[config.mk]
export PLATFORM = sky130hd
export DESIGN_NAME = score_keeper_flat
export DESIGN_NICKNAME = d
export VERILOG_FILES = /design/src/rtl/score_keeper_pkg.sv /design/src/rtl/score_keeper_if.sv /design/src/rtl/score_keeper_rise_edge.sv /design/src/rtl/score_keeper.sv /design/src/flat_wrapper.sv
export SDC_FILE = /design/constraint.sdc
export NUM_CORES = 1
export LEC_CHECK = 0
export BUFFER_PORTS_ARGS = -buffer_cell sky130_fd_sc_hd__buf_2
export CORE_UTILIZATION = 54
export DETAILED_ROUTE_END_ITERATION = 12
export PLACE_DENSITY_LB_ADDON = 0.15
export SLEW_MARGIN = 20
export SYNTH_ARGS = -nofsm -noshare
export SYNTH_HDL_FRONTEND = slang
export SYNTH_HIERARCHICAL = 1
export SYNTH_SLANG_ARGS = --single-unit
[constraint.sdc]
create_clock -name clk -period 2.15 [get_ports clk]
set_input_delay 0.1075 -clock clk [delete_from_list [all_inputs] [get_ports clk]]
set_output_delay 0.1075 -clock clk [all_outputs]
set_load 0.005 [all_outputs]
[src/rtl/score_keeper_pkg.sv]
// Shared constants and state encoding for the match controller and its consumers.
package score_keeper_pkg;

  localparam logic [2:0] NO_WINNER      = 3'b000;
  localparam logic [2:0] PLAYER_1_COLOR = 3'b100;
  localparam logic [2:0] PLAYER_2_COLOR = 3'b001;

  localparam int DEFAULT_WIN_SCORE = 7;

  typedef enum logic [1:0] {
    SK_PAUSE = 2'd0,
    SK_PLAY  = 2'd1,
    SK_WIN   = 2'd2
  } sk_state_e;

endpackage

[src/rtl/score_keeper_if.sv]
// Event inputs from ball/button logic and match outputs toward the renderers.
interface score_keeper_if #(
  parameter int SCORE_W = 4
);
  logic               frame_tick;
  logic               goal_p1;
  logic               goal_p2;
  logic               restart;
  logic [SCORE_W-1:0] score_p1;
  logic [SCORE_W-1:0] score_p2;
  logic [2:0]         winner;
  logic               game_active;
  logic               serve_dir;

  modport master (
    output frame_tick, goal_p1, goal_p2, restart,
    input  score_p1, score_p2, winner, game_active, serve_dir
  );

  modport slave (
    input  frame_tick, goal_p1, goal_p2, restart,
    output score_p1, score_p2, winner, game_active, serve_dir
  );
endinterface

[src/rtl/score_keeper_rise_edge.sv]
// Rising-edge detector for a debounced level; reset value of the history bit is
// configurable so a level held through reset can be kept from firing.
module rise_edge #(
  parameter logic RST_VAL = 1'b0
) (
  input  logic clk,
  input  logic rst,
  input  logic i_level,
  output logic o_pulse
);
  logic r_level_q;

  always_ff @(posedge clk) begin
    if (rst) r_level_q <= RST_VAL;
    else     r_level_q <= i_level;
  end

  assign o_pulse = i_level & ~r_level_q;
endmodule

[src/rtl/score_keeper.sv]
// Match controller: counts goals, paces serves in frame ticks, latches the winner
// until a restart press.
module score_keeper
  import score_keeper_pkg::*;
#(
  parameter int WIN_SCORE    = DEFAULT_WIN_SCORE,
  parameter int PAUSE_FRAMES = 60,
  parameter int SCORE_W      = 4
) (
  input  logic           clk,
  input  logic           rst,
  score_keeper_if.slave  sk
);
  localparam int CNT_W = $clog2(PAUSE_FRAMES + 1);
  localparam logic [SCORE_W-1:0] WIN_VAL    = SCORE_W'(WIN_SCORE);
  localparam logic [CNT_W-1:0]   PAUSE_LOAD = CNT_W'(PAUSE_FRAMES);

  sk_state_e          r_state, w_state_nxt;
  logic [SCORE_W-1:0] r_score_p1, r_score_p2, w_score_p1_nxt, w_score_p2_nxt;
  logic [SCORE_W-1:0] w_p1_inc, w_p2_inc;
  logic [2:0]         r_winner, w_winner_nxt;
  logic               r_serve_dir, w_serve_dir_nxt;
  logic [CNT_W-1:0]   r_pause_cnt, w_pause_cnt_nxt;
  logic               r_game_active;
  logic               w_restart_pulse;

  // Held-through-reset restart must not count as a press.
  rise_edge #(.RST_VAL(1'b1)) u_restart_edge (
    .clk     (clk),
    .rst     (rst),
    .i_level (sk.restart),
    .o_pulse (w_restart_pulse)
  );

  assign w_p1_inc = r_score_p1 + SCORE_W'(1);
  assign w_p2_inc = r_score_p2 + SCORE_W'(1);

  always_ff @(posedge clk) begin
    if (rst) begin
      r_state       <= SK_PAUSE;
      r_score_p1    <= '0;
      r_score_p2    <= '0;
      r_winner      <= NO_WINNER;
      r_serve_dir   <= 1'b0;
      r_pause_cnt   <= PAUSE_LOAD;
      r_game_active <= 1'b0;
    end else begin
      r_state       <= w_state_nxt;
      r_score_p1    <= w_score_p1_nxt;
      r_score_p2    <= w_score_p2_nxt;
      r_winner      <= w_winner_nxt;
      r_serve_dir   <= w_serve_dir_nxt;
      r_pause_cnt   <= w_pause_cnt_nxt;
      r_game_active <= (w_state_nxt == SK_PLAY);
    end
  end

  always_comb begin
    w_state_nxt     = r_state;
    w_score_p1_nxt  = r_score_p1;
    w_score_p2_nxt  = r_score_p2;
    w_winner_nxt    = r_winner;
    w_serve_dir_nxt = r_serve_dir;
    w_pause_cnt_nxt = r_pause_cnt;

    if (w_restart_pulse) begin
      w_state_nxt     = SK_PAUSE;
      w_score_p1_nxt  = '0;
      w_score_p2_nxt  = '0;
      w_winner_nxt    = NO_WINNER;
      w_pause_cnt_nxt = PAUSE_LOAD;
      // Serve toward the loser of the finished match: P1 won -> toward P2.
      if (r_state == SK_WIN) w_serve_dir_nxt = (r_winner == PLAYER_1_COLOR);
    end else begin
      unique case (r_state)
        SK_PAUSE: begin
          if (sk.frame_tick) begin
            if (r_pause_cnt == CNT_W'(1)) w_state_nxt = SK_PLAY;
            else                          w_pause_cnt_nxt = r_pause_cnt - CNT_W'(1);
          end
        end
        SK_PLAY: begin
          if (sk.goal_p1 && !sk.goal_p2) begin
            w_score_p1_nxt = w_p1_inc;
            if (w_p1_inc == WIN_VAL) begin
              w_state_nxt  = SK_WIN;
              w_winner_nxt = PLAYER_1_COLOR;
            end else begin
              w_state_nxt     = SK_PAUSE;
              w_pause_cnt_nxt = PAUSE_LOAD;
              w_serve_dir_nxt = 1'b1;
            end
          end else if (sk.goal_p2 && !sk.goal_p1) begin
            w_score_p2_nxt = w_p2_inc;
            if (w_p2_inc == WIN_VAL) begin
              w_state_nxt  = SK_WIN;
              w_winner_nxt = PLAYER_2_COLOR;
            end else begin
              w_state_nxt     = SK_PAUSE;
              w_pause_cnt_nxt = PAUSE_LOAD;
              w_serve_dir_nxt = 1'b0;
            end
          end
        end
        SK_WIN: ;
        default: w_state_nxt = SK_PAUSE;
      endcase
    end
  end

  assign sk.score_p1    = r_score_p1;
  assign sk.score_p2    = r_score_p2;
  assign sk.winner      = r_winner;
  assign sk.game_active = r_game_active;
  assign sk.serve_dir   = r_serve_dir;
endmodule

[src/flat_wrapper.sv]
// flat-port wrapper written by rule: the top's interface ports become plain ports
module score_keeper_flat import score_keeper_pkg::*;
#(
  parameter int WIN_SCORE    = DEFAULT_WIN_SCORE,
  parameter int PAUSE_FRAMES = 60,
  parameter int SCORE_W      = 4
)
  (clk, rst, sk_frame_tick, sk_goal_p1, sk_goal_p2, sk_restart, sk_score_p1, sk_score_p2, sk_winner, sk_game_active, sk_serve_dir);
  score_keeper_if #(.SCORE_W(SCORE_W)) sk_i ();
  input  logic clk;
  input  logic rst;
  input wire logic [$bits(sk_i.frame_tick)-1:0] sk_frame_tick;
  input wire logic [$bits(sk_i.goal_p1)-1:0] sk_goal_p1;
  input wire logic [$bits(sk_i.goal_p2)-1:0] sk_goal_p2;
  input wire logic [$bits(sk_i.restart)-1:0] sk_restart;
  output wire logic [$bits(sk_i.score_p1)-1:0] sk_score_p1;
  output wire logic [$bits(sk_i.score_p2)-1:0] sk_score_p2;
  output wire logic [$bits(sk_i.winner)-1:0] sk_winner;
  output wire logic [$bits(sk_i.game_active)-1:0] sk_game_active;
  output wire logic [$bits(sk_i.serve_dir)-1:0] sk_serve_dir;
  assign sk_i.frame_tick = sk_frame_tick;
  assign sk_i.goal_p1 = sk_goal_p1;
  assign sk_i.goal_p2 = sk_goal_p2;
  assign sk_i.restart = sk_restart;
  assign sk_score_p1 = sk_i.score_p1;
  assign sk_score_p2 = sk_i.score_p2;
  assign sk_winner = sk_i.winner;
  assign sk_game_active = sk_i.game_active;
  assign sk_serve_dir = sk_i.serve_dir;
  score_keeper #(.WIN_SCORE(WIN_SCORE), .PAUSE_FRAMES(PAUSE_FRAMES), .SCORE_W(SCORE_W)) u_core (.clk(clk), .rst(rst), .sk(sk_i));
endmodule
==> results.md <==
* DP Wirelength at 1.66 mm
* Placed cells at 175
* Final WL at 2.26 mm
* Final period util at 0.933
* Drt drc at 0
* # nets final at 169
* Placed Area at 0.00126 mm2
* Arrival time of the worst setup path at 2.25 ns
* Die width at 48.4 um
* Sequential share of power at 0.608
* Critical-path top delay cell: or4b_1
* First-pass GRT wire length at 3.94 mm
* Final hold violation count at 0
* Sw frac at 0.248
* Outcome: complete, no violations
* RSZ-0062 raised after global routing: false
* Port-buffer cells at 17
* Post-CTS Setup Bufs at 0
* Post-synth top area share at 0.362
* Rel. slew slack at 0.652
* Overall power at 0.666 mW
* DRT antenna net count at 0
* Clock-pin transition on the worst setup and hold timing paths at 0.12 ns
* Clock Latency Late Sink at 0.31 ns
* Max Slew Vio Count at 0
* Worst min path class: in -> reg
* FP Rows at 16
* Synthesized area per cell at 8.60 um2
* Sum Neg Setup Slack at 0 ns
* Syn_nets at 149
* CP startpoint kind: flip-flop
* Core Region at 0.00198 mm2
* Power per cell area at 507 mW/mm2
* Combinational fraction of design power at 0.107
* TritonCTS Buffers at 3
* Worst-margin pin slew at 0.518 ns
* Endpoints failing setup at 0
* YS warnings at 6
* Clock tree from TritonCTS: done
* Max_cap viols at 0
* CP cell instances: ha_1, xnor2_1, a2111o_1, o21a_2, or4b_1, a21oi_1
* Pre-CTS setup slack at 0.147 ns
* Net Switching at 0.165 mW
* CP required at 2.40 ns
* Count of cell types in the netlist at 38
* Fmax achieved at 498 MHz
* Pleak at 0.547 nW
* Ys async rst share at 0
* Area delta synth->final at 13.0%
* Top delay family on crit path: compound AO/OA/AOI/OAI gates
* Seq/Total Area, Yosys at 0.362
* Drt first pass iters at 4
* CTS sink cnt at 21
* Top cells by area, synth: dfxtp_1, ha_1, nor2_1, xnor2_1, xor2_1
* Die ar. at 0.00234 mm2
* Clk buf depth at 2
* # diodes at 0
* GP Congestion at 0.813
* Largest net degree at the start of global routing at 19
* Vias in the first global route at 923
* Critical path's largest stage delay at 0.46 ns
* Mapped Area at 0.00116 mm2
* Top-level port count at 19
* Clk_skew at 0.0130 ns
* Worst setup path class: reg -> reg
* CTS Root Buffer Type: clkbuf_4
* Setup WS post-layout at 0.143 ns
* Initial DRC count at 9
* Post-route cell area at 0.00131 mm2
* Routed WL per cell at 12.5 um
* DR vias at 971
* Synth Flop Type: dfxtp_1
* Max IR drop VDD at 0.358 mV
* Critical path peak fanout at 6
* Starting Density at 0.586
* Synth cell count leaders: nor2_1, dfxtp_1, ha_1, inv_1, xnor2_1
* WP buf/inv at 0
* Tmin final at 2.01 ns
* Post-DR vias/cell at 5.36
* Congestion Overflow GR at 0
* Global Route Usage Sum at 0.215
* P_int at 0.501 mW
* Final core occ at 0.662
* Post-synthesis register bit count at 21
* Final Non-Filler Cells at 181
* Number of flops mapped to enable cells by yosys at 0
* Count leader, synth: nor2_1
* Post-synth top area cell: dfxtp_1
* Share of cells above drive strength 1 at 0.156
* Clk pwr share at 0.284
* Post-Syn Instances at 135
* Die Span Y at 48.4 um
* Hold WS at 0.119 ns
* Worst Setup End Kind: flip-flop
* H-tree depth at 1
* Antenna violations before repair at 0
[worst paths after layout]
path / start / to / slack (ns) / cells past startpoint
max: u_core/sk.score_p2[0] / u_core/sk.winner[2] / 0.14 / 6
min: sk_frame_tick / u_core/sk.game_active / 0.12 / 3
max reg2reg: u_core/sk.score_p2[0] / u_core/sk.winner[2] / 0.14 / 6
min reg2reg: u_core/sk.winner[2] / u_core/sk.winner[2] / 0.49 / 2
[worst register-to-register path, cell delays in order (launching register included)]
cell and delay, ns:
dfxtp_1 0.37, ha_1 0.25, xnor2_1 0.13, a2111o_1 0.38, o21a_2 0.25, or4b_1 0.46, a21oi_1 0.12
[cell families (layout without fill, tap and decap cells)]
logic type | Yosys count | in the layout | synth area share
buffers and inverters | 13 | 32 | 0.0453
flip-flops | 21 | 21 | 0.362
AND/OR/NAND/NOR | 51 | 51 | 0.214
adder cells (fa/ha/maj) | 8 | 8 | 0.0862
XOR/XNOR | 12 | 12 | 0.0905
other | 1 | 1 | 0.00323
AO/OA/AOI/OAI | 25 | 25 | 0.164
multiplexers | 4 | 4 | 0.0345
[power by group through the flow]
| stage | registers, mW | logic [mW] | clock network [mW] |
|---|---|---|---|
| floorplan | 0.412 | 0.0522 | 0 |
| global placement | 0.413 | 0.0671 | 0 |
| detailed placement | 0.414 | 0.0686 | 0 |
| CTS | 0.405 | 0.0722 | 0.204 |
| global route | 0.406 | 0.0808 | 0.209 |
| finish | 0.405 | 0.0715 | 0.189 |
[layout make-up]
| class | count | area [um2] |
|---|---|---|
| multi-input combinational | 101 | 689 |
| fill | 186 | 669 |
| sequential | 21 | 420 |
| timing repair buffer | 20 | 113 |
| tap | 27 | 33.8 |
| inverter | 8 | 30.0 |
| clock buffer | 4 | 26.3 |
[what timing repair did]
item                                    4_1_cts  5_1_grt
endpoints found under the setup margin        0        1
gates resized for setup                       0        1
hold buffers                                  2        0
endpoints found under the hold margin         2        0
[routing by layer]
layer | routed length (um) | vias up | share of wire | track usage
li1 | - | 508 | - | -
met1 | 1050 | 442 | 0.47 | 0.251
met2 | 1110 | 17 | 0.49 | 0.373
met3 | 64 | 4 | 0.028 | 0.0409
met4 | 29 | 0 | 0.013 | 0.113
met5 | 0 | - | 0 | 0
[state kept, by name, indices dropped and copies added, names as in the netlist]
| signal | cells |
|---|---|
| u_core/r_state | 2 |
| u_core/sk.serve_dir | 1 |
| u_core/r_pause_cnt | 6 |
| u_core/sk.winner | 2 |
| u_core/u_restart_edge/r_level_q | 1 |
| u_core/sk.score_p1 | 4 |
| u_core/sk.game_active | 1 |
| u_core/sk.score_p2 | 4 |
[cell usage in the layout, fill, tap and decap left out, types with 2 or more instances in the layout]
| cell | count |
|---|---|
| a211oi_1 | 5 |
| a21oi_1 | 3 |
| a31oi_1 | 2 |
| buf_2 | 17 |
| clkbuf_4 | 3 |
| dfxtp_1 | 21 |
| dlygate4sd3_1 | 2 |
| ha_1 | 8 |
| inv_1 | 8 |
| mux2i_1 | 4 |
| nand2_1 | 5 |
| nand2b_1 | 3 |
| nand3_1 | 2 |
| nand4_1 | 3 |
| nor2_1 | 23 |
| nor2b_1 | 4 |
| nor3_1 | 4 |
| o211ai_1 | 2 |
| o31ai_1 | 4 |
| xnor2_1 | 7 |
| xor2_1 | 5 |
(Power assumes the default switching activity.)
